===== config.mk =====
export PLATFORM = sky130hd
export DESIGN_NAME = fetch_pc_controller
export DESIGN_NICKNAME = d
export VERILOG_FILES = /design/src/rtl/fetch_ctrl_defs.sv /design/src/rtl/pc_redirect_sel.sv /design/src/rtl/fetch_pc_controller.sv
export SDC_FILE = /design/constraint.sdc
export NUM_CORES = 1
export LEC_CHECK = 0
export CAP_MARGIN = 5
export CORE_MARGIN = 2
export CORE_UTILIZATION = 46
export DETAILED_ROUTE_END_ITERATION = 10
export PLACE_DENSITY = 0.85
export SLEW_MARGIN = 40
export SYNTH_ARGS = -nofsm -noshare
export SYNTH_HDL_FRONTEND = slang
export SYNTH_SLANG_ARGS = --single-unit

===== constraint.sdc =====
create_clock -name clk -period 4 [get_ports clk]
set_input_delay 1.2 -clock clk [delete_from_list [all_inputs] [get_ports clk]]
set_output_delay 1.2 -clock clk [all_outputs]
set_load 0.005 [all_outputs]

===== src/rtl/fetch_ctrl_defs.sv =====
// Shared encodings for the fetch PC controller: FSM states and redirect-select codes.
package fetch_ctrl_defs;

    typedef enum logic [1:0] {
        ST_BOOT = 2'd0,
        ST_RUN  = 2'd1,
        ST_HALT = 2'd2
    } fetch_state_t;

    typedef enum logic [1:0] {
        SEL_SEQ    = 2'd0,
        SEL_HOLD   = 2'd1,
        SEL_JUMP   = 2'd2,
        SEL_BRANCH = 2'd3
    } redirect_sel_t;

endpackage


===== src/rtl/pc_redirect_sel.sv =====
// Combinational priority select of the next fetch PC while running.
// Older instruction wins: EX branch, then ID jump, then halt, then stall, then sequential.
module pc_redirect_sel
    import fetch_ctrl_defs::*;
#(
    parameter int width_B = 32,
    parameter int Addr_B  = 10
) (
    input  logic               active,
    input  logic               branch_taken,
    input  logic [width_B-1:0] branch_target,
    input  logic               jump,
    input  logic [width_B-1:0] jump_target,
    input  logic               halt,
    input  logic               stall,
    input  logic [width_B-1:0] pc_q,
    output redirect_sel_t      sel,
    output logic [width_B-1:0] pc_next,
    output logic               pc_write,
    output logic               flush_ifid,
    output logic               flush_idex,
    output logic               halt_hit
);

    localparam logic [width_B-1:0] ADDR_MASK = {{(width_B-Addr_B){1'b0}}, {Addr_B{1'b1}}};
    localparam logic [width_B-1:0] PC_ONE    = {{(width_B-1){1'b0}}, 1'b1};

    function automatic logic [width_B-1:0] rom_addr(input logic [width_B-1:0] v);
        return v & ADDR_MASK;
    endfunction

    // Priority encoder choosing this cycle's single fetch action
    always_comb begin
        sel        = SEL_HOLD;
        pc_next    = pc_q;
        pc_write   = 1'b0;
        flush_ifid = 1'b0;
        flush_idex = 1'b0;
        halt_hit   = 1'b0;
        if (active) begin
            if (branch_taken) begin
                sel        = SEL_BRANCH;
                pc_next    = rom_addr(branch_target);
                pc_write   = 1'b1;
                flush_ifid = 1'b1;
                flush_idex = 1'b1;
            end else if (jump) begin
                sel        = SEL_JUMP;
                pc_next    = rom_addr(jump_target);
                pc_write   = 1'b1;
                flush_ifid = 1'b1;
            end else if (halt) begin
                sel      = SEL_HOLD;
                halt_hit = 1'b1;
            end else if (stall) begin
                sel = SEL_HOLD;
            end else begin
                sel      = SEL_SEQ;
                pc_next  = rom_addr(pc_q + PC_ONE);
                pc_write = 1'b1;
            end
        end else begin
            sel = SEL_HOLD;
        end
    end

endmodule


===== src/rtl/fetch_pc_controller.sv =====
// Fetch-stage sequencer: BOOT/RUN/HALT FSM, architectural fetch PC, boot wait and perf counters.
module fetch_pc_controller
    import fetch_ctrl_defs::*;
#(
    parameter int width_B     = 32,
    parameter int Addr_B      = 10,
    parameter int BOOT_CYCLES = 2
) (
    input  logic               clk,
    input  logic               reset,
    input  logic               stall,
    input  logic               jump,
    input  logic [width_B-1:0] jump_target,
    input  logic               branch_taken,
    input  logic [width_B-1:0] branch_target,
    input  logic               halt,
    output logic [width_B-1:0] PC_next,
    output logic               PC_write,
    output logic               flush_IFID,
    output logic               flush_IDEX,
    output logic               halted,
    output logic [width_B-1:0] fetch_count,
    output logic [width_B-1:0] stall_count
);

    localparam int BW = (BOOT_CYCLES > 1) ? $clog2(BOOT_CYCLES) : 1;
    localparam logic [BW-1:0]      BOOT_LAST = BW'(BOOT_CYCLES - 1);
    localparam logic [BW-1:0]      BOOT_ONE  = {{(BW-1){1'b0}}, 1'b1};
    localparam logic [width_B-1:0] CNT_ONE   = {{(width_B-1){1'b0}}, 1'b1};

    fetch_state_t       state_r, state_nxt;
    logic [width_B-1:0] pc_r;
    logic [BW-1:0]      boot_cnt_r;
    logic [width_B-1:0] fetch_cnt_r, stall_cnt_r;

    logic               run_s;
    redirect_sel_t      sel_s;
    logic [width_B-1:0] sel_pc_s;
    logic               sel_write_s, sel_fifid_s, sel_fidex_s, halt_hit_s;
    logic               stall_cycle_s;

    assign run_s         = (state_r == ST_RUN) && !reset;
    assign stall_cycle_s = run_s && (sel_s == SEL_HOLD) && !halt_hit_s;

    pc_redirect_sel #(
        .width_B(width_B),
        .Addr_B (Addr_B)
    ) u_sel (
        .active       (run_s),
        .branch_taken (branch_taken),
        .branch_target(branch_target),
        .jump         (jump),
        .jump_target  (jump_target),
        .halt         (halt),
        .stall        (stall),
        .pc_q         (pc_r),
        .sel          (sel_s),
        .pc_next      (sel_pc_s),
        .pc_write     (sel_write_s),
        .flush_ifid   (sel_fifid_s),
        .flush_idex   (sel_fidex_s),
        .halt_hit     (halt_hit_s)
    );

    // Next-state and fetch-block outputs; reset forces a quiet, zero-PC cycle
    always_comb begin
        state_nxt  = state_r;
        PC_next    = pc_r;
        PC_write   = 1'b0;
        flush_IFID = 1'b0;
        flush_IDEX = 1'b0;
        halted     = 1'b0;
        if (reset) begin
            state_nxt = ST_BOOT;
            PC_next   = '0;
        end else begin
            case (state_r)
                ST_BOOT: begin
                    if (boot_cnt_r == BOOT_LAST) state_nxt = ST_RUN;
                    else                         state_nxt = ST_BOOT;
                end
                ST_RUN: begin
                    PC_next    = sel_pc_s;
                    PC_write   = sel_write_s;
                    flush_IFID = sel_fifid_s;
                    flush_IDEX = sel_fidex_s;
                    if (halt_hit_s) state_nxt = ST_HALT;
                    else            state_nxt = ST_RUN;
                end
                ST_HALT: begin
                    halted    = 1'b1;
                    state_nxt = ST_HALT;
                end
                default: state_nxt = ST_BOOT;
            endcase
        end
    end

    // State, PC, boot wait and performance counters
    always_ff @(posedge clk) begin
        if (reset) begin
            state_r     <= ST_BOOT;
            pc_r        <= '0;
            boot_cnt_r  <= '0;
            fetch_cnt_r <= '0;
            stall_cnt_r <= '0;
        end else begin
            state_r <= state_nxt;
            if (PC_write) pc_r <= PC_next;
            if (state_r == ST_BOOT) boot_cnt_r <= boot_cnt_r + BOOT_ONE;
            if (run_s && PC_write) fetch_cnt_r <= fetch_cnt_r + CNT_ONE;
            if (stall_cycle_s) stall_cnt_r <= stall_cnt_r + CNT_ONE;
        end
    end

    assign fetch_count = fetch_cnt_r;
    assign stall_count = stall_cnt_r;

endmodule


==> flow_summary_export.csv <==
group,metric,value,unit
global_route,grt-ovfl-total,0,
sta,relSlewSlack,0.497,
routing,first_iter_violations,260,
floorplan,pin_count,170,
cells_and_area,design_area,6920,um^2
logic_synthesis,synthTopCellsByArea,"dfxtp_1, and2_1, a21oi_1",
clock_tree,worstSkewPairLatency,0.37,ns
clock_tree,cts.path.max_buffers,2,
critical_path,critPathArrivalTime,2.81,ns
placed_design,place_ws,-0.572,ns
floorplan,core_region_area,10300,um^2
logic_synthesis,synth_top_area_frac,0.404,
global_route,grt_max_degree,61,
logic_synthesis,avgSynthCellArea,8.58,um^2
logic_synthesis,synth-simple-area-share,0.313,
clock_tree,htreeDepth,3,
clock_tree,cts_tree,"built",
hold_path,worstHoldPathType,"reg -> reg",
cells_and_area,drive_gt1_frac,0.161,
routing,ant_nets,0,
logic_synthesis,synth_compound_area_frac,0.164,
outcome,status,"complete, but fails checks",
sta,setup_viol,1,
power,peakVddDrop,211,uV
cells_and_area,fin_util,0.670,
global_route,antenna_found_initial,0,
clock_tree,cts_buffers,9,
global_route,grt_use_total,0.237,
logic_synthesis,synth-async-reset-ratio,0,
routing,via_per_inst,5.86,
logic_synthesis,synth_most_common_cell,"dfxtp_1",
sta,worst_slack,-0.00659,ns
logic_synthesis,syn_nets,645,
routing,wire_per_inst,16.2,um
sta,fin_crit_sh,1.00,
logic_synthesis,synth_edf_count,0,
sta,max_freq,250,MHz
logic_synthesis,syn_inst,572,
cells_and_area,n_antenna_cell,0,
power,power.leakage,2.67,nW
cells_and_area,area_delta_synth_final,41.0,%
logic_synthesis,synth-xor-area-share,0.0178,
placed_design,placedInstanceArea,6460,um^2
routing,vias,5047,
clock_tree,cts.clk_slew.worst_paths,0.09,ns
routing,drt_first_pass_iters,4,
floorplan,dieHeight,107,um
placed_design,portBuffers,125,
floorplan,rows,37,
logic_synthesis,seq_area_frac_synth,0.404,
cells_and_area,fin_nets,794,
global_route,grt_pass1_vias,4818,
global_route,grt_pass1_wl,22500,um
logic_synthesis,synthFlopType,"dfxtp_1",
critical_path,worstSetupPathType,"in -> out",
logic_synthesis,synth_area,4910,um^2
sta,period_needed,4.01,ns
routing,drc_errors,0,
sta,final_hold_viol_count,0,
critical_path,path_max_fanout,3,
placed_design,routabilityCongestion,0.842,
critical_path,cp-start-kind,"input pin",
routing,drt-total-wl,13900,um
logic_synthesis,synth_common_cells,"dfxtp_1, a21oi_1, and2_1",
sta,worst_pin_slew,0.754,ns
logic_synthesis,yosys_warnings,0,
sta,fin_skew,0.0163,ns
sta,final-max-slew-violation-count,0,
floorplan,die_area,11500,um^2
outcome,failed_checks,"setup timing",
logic_synthesis,synth_cell_type_count,53,
sta,fin_setup_tns,-0.00659,ns
floorplan,initial_core_util,0.475,
clock_tree,cts_root_buf,"clkbuf_8",
floorplan,die_w,107,um
power,power.total,1.92,mW
job,maxCapViolCount,0,
critical_path,crit_required,2.80,ns
logic_synthesis,muxShareOfSynthArea,0.0472,
clock_tree,clkSinkCount,99,
power,p_per_area,277,nW/um^2
logic_synthesis,ys_seq_elements,99,
critical_path,cp-end-kind,"primary output",
sta,rsz0062_at_grt,"yes",
logic_synthesis,yosysTopAreaCell,"dfxtp_1",
placed_design,place_hpwl,9120,um
logic_synthesis,synth_top_family_by_area,"simple AND/OR/NAND/NOR gates",
logic_synthesis,synth-adder-area-share,0.00765,
where the power goes:
part	leakage, nW	internal [mW]	switching [mW]	total [mW]
logic	1.78	0.117	0.132	0.248
clock network	0.0959	0.289	0.364	0.653
registers	0.799	1.00	0.0173	1.02
worst paths after layout:
check	startpoint	to	slack (ns)	cells after the start
max reg2reg	state_r[0]	stall_count[19]	1.54	5
min reg2reg	pc_r[10]	pc_r[10]	0.46	1
min	pc_r[10]	pc_r[10]	0.46	1
max	stall	PC_next[9]	-0.007	8
cells by family (layout without fill, tap and decap cells):
logic type,after synthesis,count (layout)
AO/OA/AOI/OAI,125,125
XOR/XNOR,10,10
adder cells (fa/ha/maj),3,3
buffers and inverters,51,200
flip-flops,99,99
multiplexers,21,21
AND/OR/NAND/NOR,263,267
per-stage QoR:
step                      hold WS, ns  instances
after floorplan                 0.421        572
after global placement          0.433        833
after detailed placement        0.436        835
after CTS                       0.464        858
after global routing            0.475        861
final                           0.463        861
final cells by class:
cell class	count	area (um^2)
Clock buffer	9	124
Clock inverter	6	65.1
Fill cell	803	3410
Inverter	13	48.8
Multi-Input combinational cell	426	2900
Sequential cell	99	1980
Tap cell	136	170
Timing Repair Buffer	172	1630
flip-flops by register name (all words and copies together), names as in the netlist:
signal	flops
stall_count	32
pc_r	32
state_r	2
boot_cnt_r	1
fetch_count	32
layer usage:
layer,GRT usage,vias up,part of all wire
met5,0,-,0
met4,0.0816,0,0.021
met3,0.0660,31,0.077
met2,0.408,194,0.49
met1,0.284,2393,0.41
li1,-,2429,-
worst max-delay path, stage by stage:
cell	delay [ns]
dlygate4sd2_1	0.28
or2_4	0.30
nor3_4	0.18
buf_6	0.13
buf_4	0.11
a41oi_2	0.13
o211a_1	0.23
dlygate4sd2_1	0.26
cells in the final DEF, fill, tap and decap left out, types with 9 or more instances in the layout:
cell              n
dfxtp_1          99
clkdlybuf4s50_1  98
and2_1           47
a21oi_1          46
buf_4            43
nor2_1           38
nand2_1          26
o31ai_1          23
or4_1            20
nor2b_1          19
nand3_1          19
nor4_1           19
o21ai_0          17
mux2_2           17
nand4_1          15
inv_1            13
or3_1            13
dlymetal6s2s_1   12
and4_1           10
dlygate4sd2_1    10
nor3_1            9
clkbuf_8          9
repair_timing:
| action | CTS | global route |
|---|---|---|
| hold buffers | 0 | 0 |
| setup endpoints to repair | 33 | 26 |
| gates resized for setup | 52 | 21 |
| pin swaps | 7 | 6 |
| endpoints found under the hold margin | 0 | 0 |
| buffers inserted | 4 | 3 |
| gates cloned | 4 | 0 |
(Power assumes the default switching activity.)
